===== src/rtl/fft_seq_ctrl_p_if.sv =====
// Host/datapath-facing signal bundle of the FFT sequencing controller.
// The controller takes the slave view; the host/bench takes the master view.
interface fft_seq_ctrl_p_if;
  logic       start;
  logic [3:0] seq_mode;
  logic [3:0] log_n;
  logic       stall;
  logic       abort;
  logic       bf_we_req;

  logic [1:0] agu_mode;
  logic       agu_start;
  logic       agu_oe;
  logic       ram_cs_0;
  logic       ram_oe_0;
  logic       ram_cs_1;
  logic       ram_we_1;
  logic       rom_cs;
  logic       rom_re;
  logic       bf_start;
  logic       io_in_en;
  logic       io_out_en;
  logic [3:0] stage;
  logic       phase_term;
  logic       busy;
  logic       tip;
  logic       done;
  logic       aborted;

  modport master (
    output start, seq_mode, log_n, stall, abort, bf_we_req,
    input  agu_mode, agu_start, agu_oe, ram_cs_0, ram_oe_0, ram_cs_1, ram_we_1,
           rom_cs, rom_re, bf_start, io_in_en, io_out_en, stage, phase_term,
           busy, tip, done, aborted
  );

  modport slave (
    input  start, seq_mode, log_n, stall, abort, bf_we_req,
    output agu_mode, agu_start, agu_oe, ram_cs_0, ram_oe_0, ram_cs_1, ram_we_1,
           rom_cs, rom_re, bf_start, io_in_en, io_out_en, stage, phase_term,
           busy, tip, done, aborted
  );
endinterface


===== src/rtl/fft_seq_ctrl_p.sv =====
// FFT sequencing controller: load, twiddle copy, butterfly stages and unload
// phases in fixed order, with run-time point count, IO stall, and abort.
module fft_seq_ctrl_p #(
  parameter int MAX_LOG_N = 10,
  parameter int IO_WORDS  = 2,
  parameter int BF_CYCLES = 8,
  parameter int BF_FILL   = 3,
  parameter int UL_FILL   = 2,
  parameter int CNT_W     = MAX_LOG_N + 4
) (
  input logic              extc_base_clock,
  input logic              extc_reset,
  fft_seq_ctrl_p_if.slave  bus
);

  typedef enum logic [2:0] {
    S_IDLE, S_LOAD, S_ROMCPY, S_BF_FILL, S_BF_RUN, S_UL_FILL, S_UNLOAD, S_DONE
  } state_t;

  state_t             state_q, state_nxt;
  logic [CNT_W-1:0]   cnt_q;
  logic [3:0]         stage_q;
  logic [3:0]         mode_q;
  logic [3:0]         log_n_q;
  logic               aborted_q;

  logic               cnt_clr, cnt_inc, stage_inc, stage_clr, abort_take;
  logic [CNT_W-1:0]   pts, io_len, stage_len;

  logic [1:0] agu_mode_c;
  logic agu_en_c, ram_rd_c, ram_cs_1_c, ram_we_1_c, rom_c, bf_start_c;
  logic io_in_en_c, io_out_en_c, phase_term_c;

  function automatic logic [3:0] clamp_log_n(input logic [3:0] v);
    if (v < 4'd2) return 4'd2;
    if (v > 4'(MAX_LOG_N)) return 4'(MAX_LOG_N);
    return v;
  endfunction

  // Next enabled phase strictly after 'cur'; DONE when none remain.
  function automatic state_t next_phase(input logic [3:0] mode, input state_t cur);
    logic [3:0] m;
    case (cur)
      S_IDLE:   m = mode;
      S_LOAD:   m = mode & 4'b0111;
      S_ROMCPY: m = mode & 4'b0011;
      S_BF_RUN: m = mode & 4'b0001;
      default:  m = 4'b0000;
    endcase
    if (m[3]) return S_LOAD;
    if (m[2]) return S_ROMCPY;
    if (m[1]) return S_BF_FILL;
    if (m[0]) return S_UL_FILL;
    return S_DONE;
  endfunction

  assign pts       = CNT_W'(1) << log_n_q;
  assign io_len    = pts * CNT_W'(IO_WORDS);
  assign stage_len = (pts >> 1) * CNT_W'(BF_CYCLES);

  always_comb begin
    state_nxt    = state_q;
    cnt_clr      = 1'b0;
    cnt_inc      = 1'b0;
    stage_inc    = 1'b0;
    stage_clr    = 1'b0;
    abort_take   = 1'b0;
    agu_mode_c   = 2'd0;
    agu_en_c     = 1'b0;
    ram_rd_c     = 1'b0;
    ram_cs_1_c   = 1'b0;
    ram_we_1_c   = 1'b0;
    rom_c        = 1'b0;
    bf_start_c   = 1'b0;
    io_in_en_c   = 1'b0;
    io_out_en_c  = 1'b0;
    phase_term_c = 1'b0;
    case (state_q)
      S_IDLE: begin
        if (bus.start) state_nxt = next_phase(bus.seq_mode, S_IDLE);
      end
      S_LOAD: begin
        agu_en_c   = 1'b1;
        io_in_en_c = 1'b1;
        ram_cs_1_c = ~bus.stall;
        ram_we_1_c = ~bus.stall;
        if (!bus.stall) begin
          cnt_inc = 1'b1;
          if (cnt_q == io_len - CNT_W'(1)) begin
            phase_term_c = 1'b1;
            state_nxt    = next_phase(mode_q, S_LOAD);
          end
        end
      end
      S_ROMCPY: begin
        agu_mode_c = 2'd1;
        agu_en_c   = 1'b1;
        rom_c      = 1'b1;
        ram_cs_1_c = 1'b1;
        ram_we_1_c = 1'b1;
        cnt_inc    = 1'b1;
        if (cnt_q == pts - CNT_W'(1)) begin
          phase_term_c = 1'b1;
          state_nxt    = next_phase(mode_q, S_ROMCPY);
        end
      end
      S_BF_FILL: begin
        agu_mode_c = 2'd2;
        agu_en_c   = 1'b1;
        ram_rd_c   = 1'b1;
        ram_cs_1_c = 1'b1;
        cnt_inc    = 1'b1;
        if (cnt_q == CNT_W'(BF_FILL - 1)) state_nxt = S_BF_RUN;
      end
      S_BF_RUN: begin
        agu_mode_c = 2'd2;
        agu_en_c   = 1'b1;
        ram_rd_c   = 1'b1;
        ram_cs_1_c = 1'b1;
        ram_we_1_c = bus.bf_we_req;
        bf_start_c = 1'b1;
        cnt_inc    = 1'b1;
        if (cnt_q == stage_len - CNT_W'(1)) begin
          if (stage_q == log_n_q - 4'd1) begin
            phase_term_c = 1'b1;
            stage_clr    = 1'b1;
            state_nxt    = next_phase(mode_q, S_BF_RUN);
          end else begin
            stage_inc = 1'b1;
            cnt_clr   = 1'b1;
          end
        end
      end
      S_UL_FILL: begin
        agu_mode_c = 2'd3;
        agu_en_c   = 1'b1;
        ram_rd_c   = 1'b1;
        cnt_inc    = 1'b1;
        if (cnt_q == CNT_W'(UL_FILL - 1)) state_nxt = S_UNLOAD;
      end
      S_UNLOAD: begin
        agu_mode_c  = 2'd3;
        agu_en_c    = 1'b1;
        ram_rd_c    = 1'b1;
        io_out_en_c = ~bus.stall;
        if (!bus.stall) begin
          cnt_inc = 1'b1;
          if (cnt_q == io_len - CNT_W'(1)) begin
            phase_term_c = 1'b1;
            state_nxt    = S_DONE;
          end
        end
      end
      S_DONE: state_nxt = S_IDLE;
      default: state_nxt = S_IDLE;
    endcase
    // Abort overrides any phase completion decided above.
    if (bus.abort && state_q != S_IDLE) begin
      abort_take = 1'b1;
      state_nxt  = S_IDLE;
      stage_clr  = 1'b1;
    end
    if (state_nxt != state_q) cnt_clr = 1'b1;
  end

  // ---- state register ----
  always_ff @(posedge extc_base_clock) begin
    if (extc_reset) state_q <= S_IDLE;
    else            state_q <= state_nxt;
  end

  // ---- counters, latched run configuration, abort pulse ----
  always_ff @(posedge extc_base_clock) begin
    if (extc_reset) begin
      cnt_q     <= '0;
      stage_q   <= '0;
      mode_q    <= '0;
      log_n_q   <= 4'd2;
      aborted_q <= 1'b0;
    end else begin
      aborted_q <= abort_take;
      if (cnt_clr)      cnt_q <= '0;
      else if (cnt_inc) cnt_q <= cnt_q + CNT_W'(1);
      if (stage_clr)      stage_q <= '0;
      else if (stage_inc) stage_q <= stage_q + 4'd1;
      if (state_q == S_IDLE && bus.start) begin
        mode_q  <= bus.seq_mode;
        log_n_q <= clamp_log_n(bus.log_n);
      end
    end
  end

  assign bus.agu_mode   = agu_mode_c;
  assign bus.agu_start  = agu_en_c;
  assign bus.agu_oe     = agu_en_c;
  assign bus.ram_cs_0   = ram_rd_c;
  assign bus.ram_oe_0   = ram_rd_c;
  assign bus.ram_cs_1   = ram_cs_1_c;
  assign bus.ram_we_1   = ram_we_1_c;
  assign bus.rom_cs     = rom_c;
  assign bus.rom_re     = rom_c;
  assign bus.bf_start   = bf_start_c;
  assign bus.io_in_en   = io_in_en_c;
  assign bus.io_out_en  = io_out_en_c;
  assign bus.stage      = stage_q;
  assign bus.phase_term = phase_term_c;
  assign bus.busy       = (state_q != S_IDLE);
  assign bus.tip        = (state_q == S_LOAD) || (state_q == S_UNLOAD);
  assign bus.done       = (state_q == S_DONE);
  assign bus.aborted    = aborted_q;

endmodule


===== src/flat_wrapper.sv =====
// flat-port wrapper written by rule: the top's interface ports become plain ports
module fft_seq_ctrl_p_flat 
#(
  parameter int MAX_LOG_N = 10,
  parameter int IO_WORDS  = 2,
  parameter int BF_CYCLES = 8,
  parameter int BF_FILL   = 3,
  parameter int UL_FILL   = 2,
  parameter int CNT_W     = MAX_LOG_N + 4
)
  (extc_base_clock, extc_reset, bus_start, bus_seq_mode, bus_log_n, bus_stall, bus_abort, bus_bf_we_req, bus_agu_mode, bus_agu_start, bus_agu_oe, bus_ram_cs_0, bus_ram_oe_0, bus_ram_cs_1, bus_ram_we_1, bus_rom_cs, bus_rom_re, bus_bf_start, bus_io_in_en, bus_io_out_en, bus_stage, bus_phase_term, bus_busy, bus_tip, bus_done, bus_aborted);
  fft_seq_ctrl_p_if bus_i ();
  input logic extc_base_clock;
  input logic extc_reset;
  input wire logic [$bits(bus_i.start)-1:0] bus_start;
  input wire logic [$bits(bus_i.seq_mode)-1:0] bus_seq_mode;
  input wire logic [$bits(bus_i.log_n)-1:0] bus_log_n;
  input wire logic [$bits(bus_i.stall)-1:0] bus_stall;
  input wire logic [$bits(bus_i.abort)-1:0] bus_abort;
  input wire logic [$bits(bus_i.bf_we_req)-1:0] bus_bf_we_req;
  output wire logic [$bits(bus_i.agu_mode)-1:0] bus_agu_mode;
  output wire logic [$bits(bus_i.agu_start)-1:0] bus_agu_start;
  output wire logic [$bits(bus_i.agu_oe)-1:0] bus_agu_oe;
  output wire logic [$bits(bus_i.ram_cs_0)-1:0] bus_ram_cs_0;
  output wire logic [$bits(bus_i.ram_oe_0)-1:0] bus_ram_oe_0;
  output wire logic [$bits(bus_i.ram_cs_1)-1:0] bus_ram_cs_1;
  output wire logic [$bits(bus_i.ram_we_1)-1:0] bus_ram_we_1;
  output wire logic [$bits(bus_i.rom_cs)-1:0] bus_rom_cs;
  output wire logic [$bits(bus_i.rom_re)-1:0] bus_rom_re;
  output wire logic [$bits(bus_i.bf_start)-1:0] bus_bf_start;
  output wire logic [$bits(bus_i.io_in_en)-1:0] bus_io_in_en;
  output wire logic [$bits(bus_i.io_out_en)-1:0] bus_io_out_en;
  output wire logic [$bits(bus_i.stage)-1:0] bus_stage;
  output wire logic [$bits(bus_i.phase_term)-1:0] bus_phase_term;
  output wire logic [$bits(bus_i.busy)-1:0] bus_busy;
  output wire logic [$bits(bus_i.tip)-1:0] bus_tip;
  output wire logic [$bits(bus_i.done)-1:0] bus_done;
  output wire logic [$bits(bus_i.aborted)-1:0] bus_aborted;
  assign bus_i.start = bus_start;
  assign bus_i.seq_mode = bus_seq_mode;
  assign bus_i.log_n = bus_log_n;
  assign bus_i.stall = bus_stall;
  assign bus_i.abort = bus_abort;
  assign bus_i.bf_we_req = bus_bf_we_req;
  assign bus_agu_mode = bus_i.agu_mode;
  assign bus_agu_start = bus_i.agu_start;
  assign bus_agu_oe = bus_i.agu_oe;
  assign bus_ram_cs_0 = bus_i.ram_cs_0;
  assign bus_ram_oe_0 = bus_i.ram_oe_0;
  assign bus_ram_cs_1 = bus_i.ram_cs_1;
  assign bus_ram_we_1 = bus_i.ram_we_1;
  assign bus_rom_cs = bus_i.rom_cs;
  assign bus_rom_re = bus_i.rom_re;
  assign bus_bf_start = bus_i.bf_start;
  assign bus_io_in_en = bus_i.io_in_en;
  assign bus_io_out_en = bus_i.io_out_en;
  assign bus_stage = bus_i.stage;
  assign bus_phase_term = bus_i.phase_term;
  assign bus_busy = bus_i.busy;
  assign bus_tip = bus_i.tip;
  assign bus_done = bus_i.done;
  assign bus_aborted = bus_i.aborted;
  fft_seq_ctrl_p #(.MAX_LOG_N(MAX_LOG_N), .IO_WORDS(IO_WORDS), .BF_CYCLES(BF_CYCLES), .BF_FILL(BF_FILL), .UL_FILL(UL_FILL), .CNT_W(CNT_W)) u_core (.extc_base_clock(extc_base_clock), .extc_reset(extc_reset), .bus(bus_i));
endmodule

===== config.mk =====
export PLATFORM = sky130hd
export DESIGN_NAME = fft_seq_ctrl_p_flat
export DESIGN_NICKNAME = d
export VERILOG_FILES = /design/src/rtl/fft_seq_ctrl_p_if.sv /design/src/rtl/fft_seq_ctrl_p.sv /design/src/flat_wrapper.sv
export SDC_FILE = /design/constraint.sdc
export NUM_CORES = 1
export LEC_CHECK = 0
export CAP_MARGIN = 0
export CORE_MARGIN = 5
export CORE_UTILIZATION = 47
export DETAILED_ROUTE_END_ITERATION = 16
export GPL_TIMING_DRIVEN = 0
export PLACE_DENSITY = 0.75
export SLEW_MARGIN = 20
export SYNTH_ARGS = -nofsm -noshare
export SYNTH_HDL_FRONTEND = slang
export SYNTH_SLANG_ARGS = --single-unit

===== constraint.sdc =====
create_clock -name extc_base_clock -period 6.1 [get_ports extc_base_clock]
set_input_delay 0.61 -clock extc_base_clock [delete_from_list [all_inputs] [get_ports extc_base_clock]]
set_output_delay 0.61 -clock extc_base_clock [all_outputs]
set_load 0.03 [all_outputs]

# == Yosys cells after proc, flatten, opt, wreduce, memory -nomap -nowiden ==
# Cells that the tools add are included.
# classes
add_sub_neg,6
magnitude_cmp,2
n_eq_ne,14
shift,1
mux,169
n_bitwise,1
n_reduce_logical,14
# op_table
op,count
3-bit two-way mux,43
1-bit two-way mux,106
4-bit two-way mux,14
14-bit == test,3
"14-bit by 1-bit subtractor with 14-bit output, second input constant",3
3-bit one-hot mux with 8 select lines,1
"14-bit by 1-bit adder with 14-bit output, second input constant",1
"14-bit by 1-bit == test with 1-bit output, second input constant",1
"14-bit by 2-bit == test with 1-bit output, second input constant",1
"1-bit by 4-bit << shifter with 14-bit output, first input constant",1
"3-bit == test, second input constant",4
2-bit OR reduction,5
4-bit OR reduction,2
"3-bit by 2-bit == test with 1-bit output, second input constant",2
1-bit one-hot mux with 3 select lines,2
2-bit one-hot mux with 3 select lines,1
6-bit OR reduction,1
"4-bit by 1-bit adder with 4-bit output, second input constant",1
4-bit == test,1
"4-bit > comparator, second input constant",1
"4-bit by 2-bit < comparator with 1-bit output, second input constant",1
1-bit one-hot mux with 2 select lines,2
"4-bit by 1-bit subtractor with 4-bit output, second input constant",1
"3-bit by 1-bit == test with 1-bit output, second input constant",1
other kinds (7),8
# totals
register_bits,29
in_bits,14
out_inout_bits,22
wordCells,213

# == Depth between registers and ports, before layout ==
# logic_depth
word_depth,36
depth_mapped,18
depth_no_buf,14

# == Least setup slack after synthesis ==
# Ideal clock, no wire load.
# synth_timing
path_kind,register to register
startpoint,register u_core.log_n_q[0]
endpoint,register u_core.cnt_q[10]
setup_time_ps,92
arrival_ps,4155
required_time_ps,6008
setup_slack_ps,1853
stages_incl_launch_ff,18
path_buffers,3
period_less_slack_ps,4247
path_cell_list,dfxtp_1 > inv_1 > ha_1 > clkbuf_1 > nor3b_1 > inv_1 > ha_1 > buf_2 > nor4b_1 > nor2b_1 > a211oi_1 > xor2_1 > or4_4 > nor3_4 > mux2i_1 > a311oi_4 > buf_6 > nor4_1
# synth_via
elab_chain_len,10
elab_cells_between_ends,24
classes_between,4 x add/sub; 5 x eq/ne; 1 x shift; 13 x mux; 1 x reduce/logical
# synth_lines
item,line_no,source
from (decl),fft_seq_ctrl_p.sv:24,logic [3:0] log_n_q;
from (signal assigned),fft_seq_ctrl_p.sv:188,log_n_q <= clamp_log_n(bus.log_n);
1-bit by 4-bit << shifter with 14-bit output,fft_seq_ctrl_p.sv:57,assign pts = CNT_W'(1) << log_n_q;
14-bit by 1-bit subtractor with 14-bit output,"fft_seq_ctrl_p.sv:89, fft_seq_ctrl_p.sv:148",
14-bit == test,"fft_seq_ctrl_p.sv:89, fft_seq_ctrl_p.sv:148",
3-bit two-way mux (on tied branches),"fft_seq_ctrl_p.sv:148, fft_seq_ctrl_p.sv:89",
3-bit two-way mux (on tied branches),"fft_seq_ctrl_p.sv:146, fft_seq_ctrl_p.sv:87",
3-bit one-hot mux with 8 select lines,fft_seq_ctrl_p.sv:78,case (state_q)
3-bit two-way mux,fft_seq_ctrl_p.sv:158,if (bus.abort && state_q != S_IDLE) begin
3-bit inequality test,fft_seq_ctrl_p.sv:163,if (state_nxt != state_q) cnt_clr = 1'b1;
1-bit two-way mux *,fft_seq_ctrl_p.sv:163,
2-bit OR reduction (no source line) *,-,
to (signal assigned),fft_seq_ctrl_p.sv:183,else if (cnt_inc) cnt_q <= cnt_q + CNT_W'(1);
to (decl),fft_seq_ctrl_p.sv:21,logic [CNT_W-1:0] cnt_q;
# Mark *: on every way between the ends. The rest lies on a longest branch, timed or not.
# A chain may end at the register's enable or synchronous reset.

# == Final worst setup path ==
# layout_timing
startpoint,register u_core.log_n_q[0]
endpoint,output bus_phase_term
# layout_via
elab_chain_len,6
elab_cells_between_ends,15
classes_between,4 x add/sub; 4 x eq/ne; 1 x shift; 6 x mux
# layout_lines
item,line_no,source
1-bit by 4-bit << shifter with 14-bit output,fft_seq_ctrl_p.sv:57,
14-bit by 1-bit subtractor with 14-bit output,"fft_seq_ctrl_p.sv:89, fft_seq_ctrl_p.sv:148",
14-bit == test,"fft_seq_ctrl_p.sv:89, fft_seq_ctrl_p.sv:148",
1-bit two-way mux,"fft_seq_ctrl_p.sv:89, fft_seq_ctrl_p.sv:148",
1-bit two-way mux,fft_seq_ctrl_p.sv:87,if (!bus.stall) begin
1-bit one-hot mux with 3 select lines *,fft_seq_ctrl_p.sv:78,
to (decl),flat_wrapper.sv:34,output wire logic [$bits(bus_i.phase_term)-1:0] bus_phase_term;
# Marks and branches as above.

==> results.cfg <==
[drt]
totalWireLength_um = 10600
wl_per_cell_um = 17.1
drcViolationCount = 0
viasPerCell = 6.06
drtIter0Drc = 275
via_count = 3742
ant_nets = 0
drt_pass1_iterations = 5

[timing]
rsz0062_at_grt = false
finalSetupViolations = 0
setup-tns-final_ps = 0
drv_slew = 0
min_period_over_period_pct = 96.0
slew_headroom_pct = 51.6
clock_skew_ps = 11.9
worstMarginPinSlew_ps = 719
clock.fmax_mhz = 171
hold_viol_final = 0
min_period_ps = 5860

[power_and_ir_drop]
power.leakage_uw = 0.00150
p_per_area_nw_per_um2 = 423
ir_worst_vdd_mv = 0.318

[floorplanning]
io_pins = 36
core_area_um2 = 7330
die-area_um2 = 9440
fp.dieH_um = 97.2
die_w_um = 97.2
fp-row-count = 31
start_util_pct = 48.7

[global_route]
antenna_found_initial = 0
grt_use_total_pct = 22.1
grt_max_degree = 11
grt_pass1_vias = 3716
overflow = 0
grt_first_pass_wirelength_um = 17700

[cts]
cts_tree = yes
clk_pin_slew_ps = 80
cts_buffers = 5
cts-root-buf = clkbuf_8
cts_htree_levels = 2
worstSkewPairLatency_ps = 290
clkSinkCount = 29
postCtsSetupRepairBufs = 0
cts_hold_buf = 0
cts_max_path_buffers = 2
cts_resized = 0

[yosys]
yosys.cell_types.count = 77
syn_inst = 475
ys.flop_type = dfxtp_1
synth-seq-cells = 29
syn_area_um2 = 3570
async_flop_share_pct = 0
syn_nets = 503
ys_warn_count = 0
avgSynthCellArea_um2 = 7.52
synth_seq_area_share_pct = 16.3
synth_edf_count = 0

[placement]
place_congestion = 0.972
dp_hpwl_um = 8150
dp_cells = 609
port_buffers = 35

[worst_setup_path]
arrival_ps = 5250
path_max_fanout = 10
critPathRequiredTime_ps = 5490
crit_type = register to output port
worstSetupEndpointType = output port
rrSetupSlack_ps = 890
start_kind = register

[layout]
syn_to_final_growth_pct = 15.7
fin_cells = 617
antenna_cells = 0
drive_gt1_share_pct = 9.85
final_cell_mix = xnor2_1, nor2_1, clkdlybuf4s50_1, dfxtp_1, xor2_1
layout_commonest_cell = xnor2_1
final_nets = 545

[status]
status = finished clean

[hold_path]
hp-class = register to register

[run]
drv_cap = 0
==> logic make-up (layout without fill, tap and decap cells) <==
| family | count (synthesis) | in the layout | share of synthesized area, % |
|---|---|---|---|
| buffers and inverters | 66 | 109 | 8.93 |
| muxes | 7 | 7 | 2.07 |
| adders and majority gates | 14 | 14 | 4.90 |
| xor gates and xnor gates | 64 | 64 | 15.7 |
| DFF | 29 | 29 | 16.3 |
| and+or+nand+nor | 203 | 203 | 33.4 |
| AOI/OAI and AO/OA | 92 | 92 | 18.8 |
==> per-layer routing <==
layer	global-route usage (%)	vias up	share of wire, %
li1	-	1804	-
met1	27.8	1741	43
met2	37.5	165	47
met3	4.09	32	6.6
met4	8.21	0	3.3
met5	0	-	0
==> worst max-delay path, stage by stage (launching register included) <==
cell             delay, ps
dfxtp_1                370
inv_1                  140
ha_1                   330
clkbuf_1               410
nor3b_1                540
inv_1                  100
ha_1                   190
buf_2                  190
nor4b_1                200
nor2b_1                150
a211oi_1               480
xor2_1                 120
or4_4                  550
nor3_4                 310
a21oi_1                110
nand2_1                100
clkdlybuf4s50_1        670
==> layout make-up <==
cell class                 count  area, µm²
timing repair buffer          35        350
sequential                    29        581
fill                         679       3200
multi-input combinational    380       2670
clock buffer                   5       68.8
inverter                      23       86.3
clock inverter                 3       17.5
buffer                        43        233
tap                           99        124
==> sequential cells by signal, summed over array words and instances, names as in the netlist <==
name	flops
u_core.bus.aborted	1
u_core.bus.stage	4
u_core.cnt_q	14
u_core.log_n_q	4
u_core.mode_q	3
u_core.state_q	3
==> power by group <==
group	total [µW]	switching, µW	internal, µW
logic	1350	821	525
registers	240	27.5	212
clock network	164	84.8	78.7
total	1750	933	815
==> path summary, 6_finish.rpt <==
path | start | end | depth (start not counted)
max | u_core.log_n_q[0]$_SDFFE_PP0P_ | bus_phase_term | 16
min | u_core.mode_q[0]$_SDFFE_PP0P_ | u_core.mode_q[0]$_SDFFE_PP0P_ | 2
max reg2reg | u_core.log_n_q[0]$_SDFFE_PP0P_ | u_core.cnt_q[7]$_SDFFE_PP0P_ | 17
min reg2reg | u_core.mode_q[0]$_SDFFE_PP0P_ | u_core.mode_q[0]$_SDFFE_PP0P_ | 2
==> synth_stat cells, drive strengths merged, types with 6 or more instances <==
| library cell | n | area (µm²) |
|---|---|---|
| ha | 14 | 175 |
| nor3b | 8 | 65.1 |
| xor2 | 26 | 228 |
| inv | 23 | 86.3 |
| nand4 | 12 | 75.1 |
| nand3b | 8 | 60.1 |
| mux2i | 7 | 73.8 |
| nand3 | 25 | 125 |
| o21ai | 16 | 80.1 |
| buf | 27 | 171 |
| dfxtp | 29 | 581 |
| nand2 | 23 | 86.3 |
| a21oi | 21 | 105 |
| clkbuf | 16 | 61.3 |
| nor4 | 27 | 181 |
| nor3 | 14 | 91.3 |
| nand2b | 10 | 62.6 |
| xnor2 | 38 | 333 |
| or4 | 6 | 48.8 |
| nor2 | 37 | 139 |
==> per-stage QoR <==
| stage | setup slack [ps] | instance area [µm²] | power [µW] | hold slack, ps | utilization [%] |
|---|---|---|---|---|---|
| after detailed placement | 653 | 4050 | 1560 | 465 | 55.2 |
| after CTS | 321 | 4130 | 1730 | 485 | 56.4 |
| after global placement | 719 | 4050 | 1550 | 463 | 55.2 |
| after global routing | 26.3 | 4130 | 1860 | 512 | 56.4 |
| final | 241 | 4130 | 1750 | 482 | 56.4 |
| after floorplan | 1850 | 3570 | 1220 | 450 | - |
Note: power is estimated with default switching activity, not from simulation.
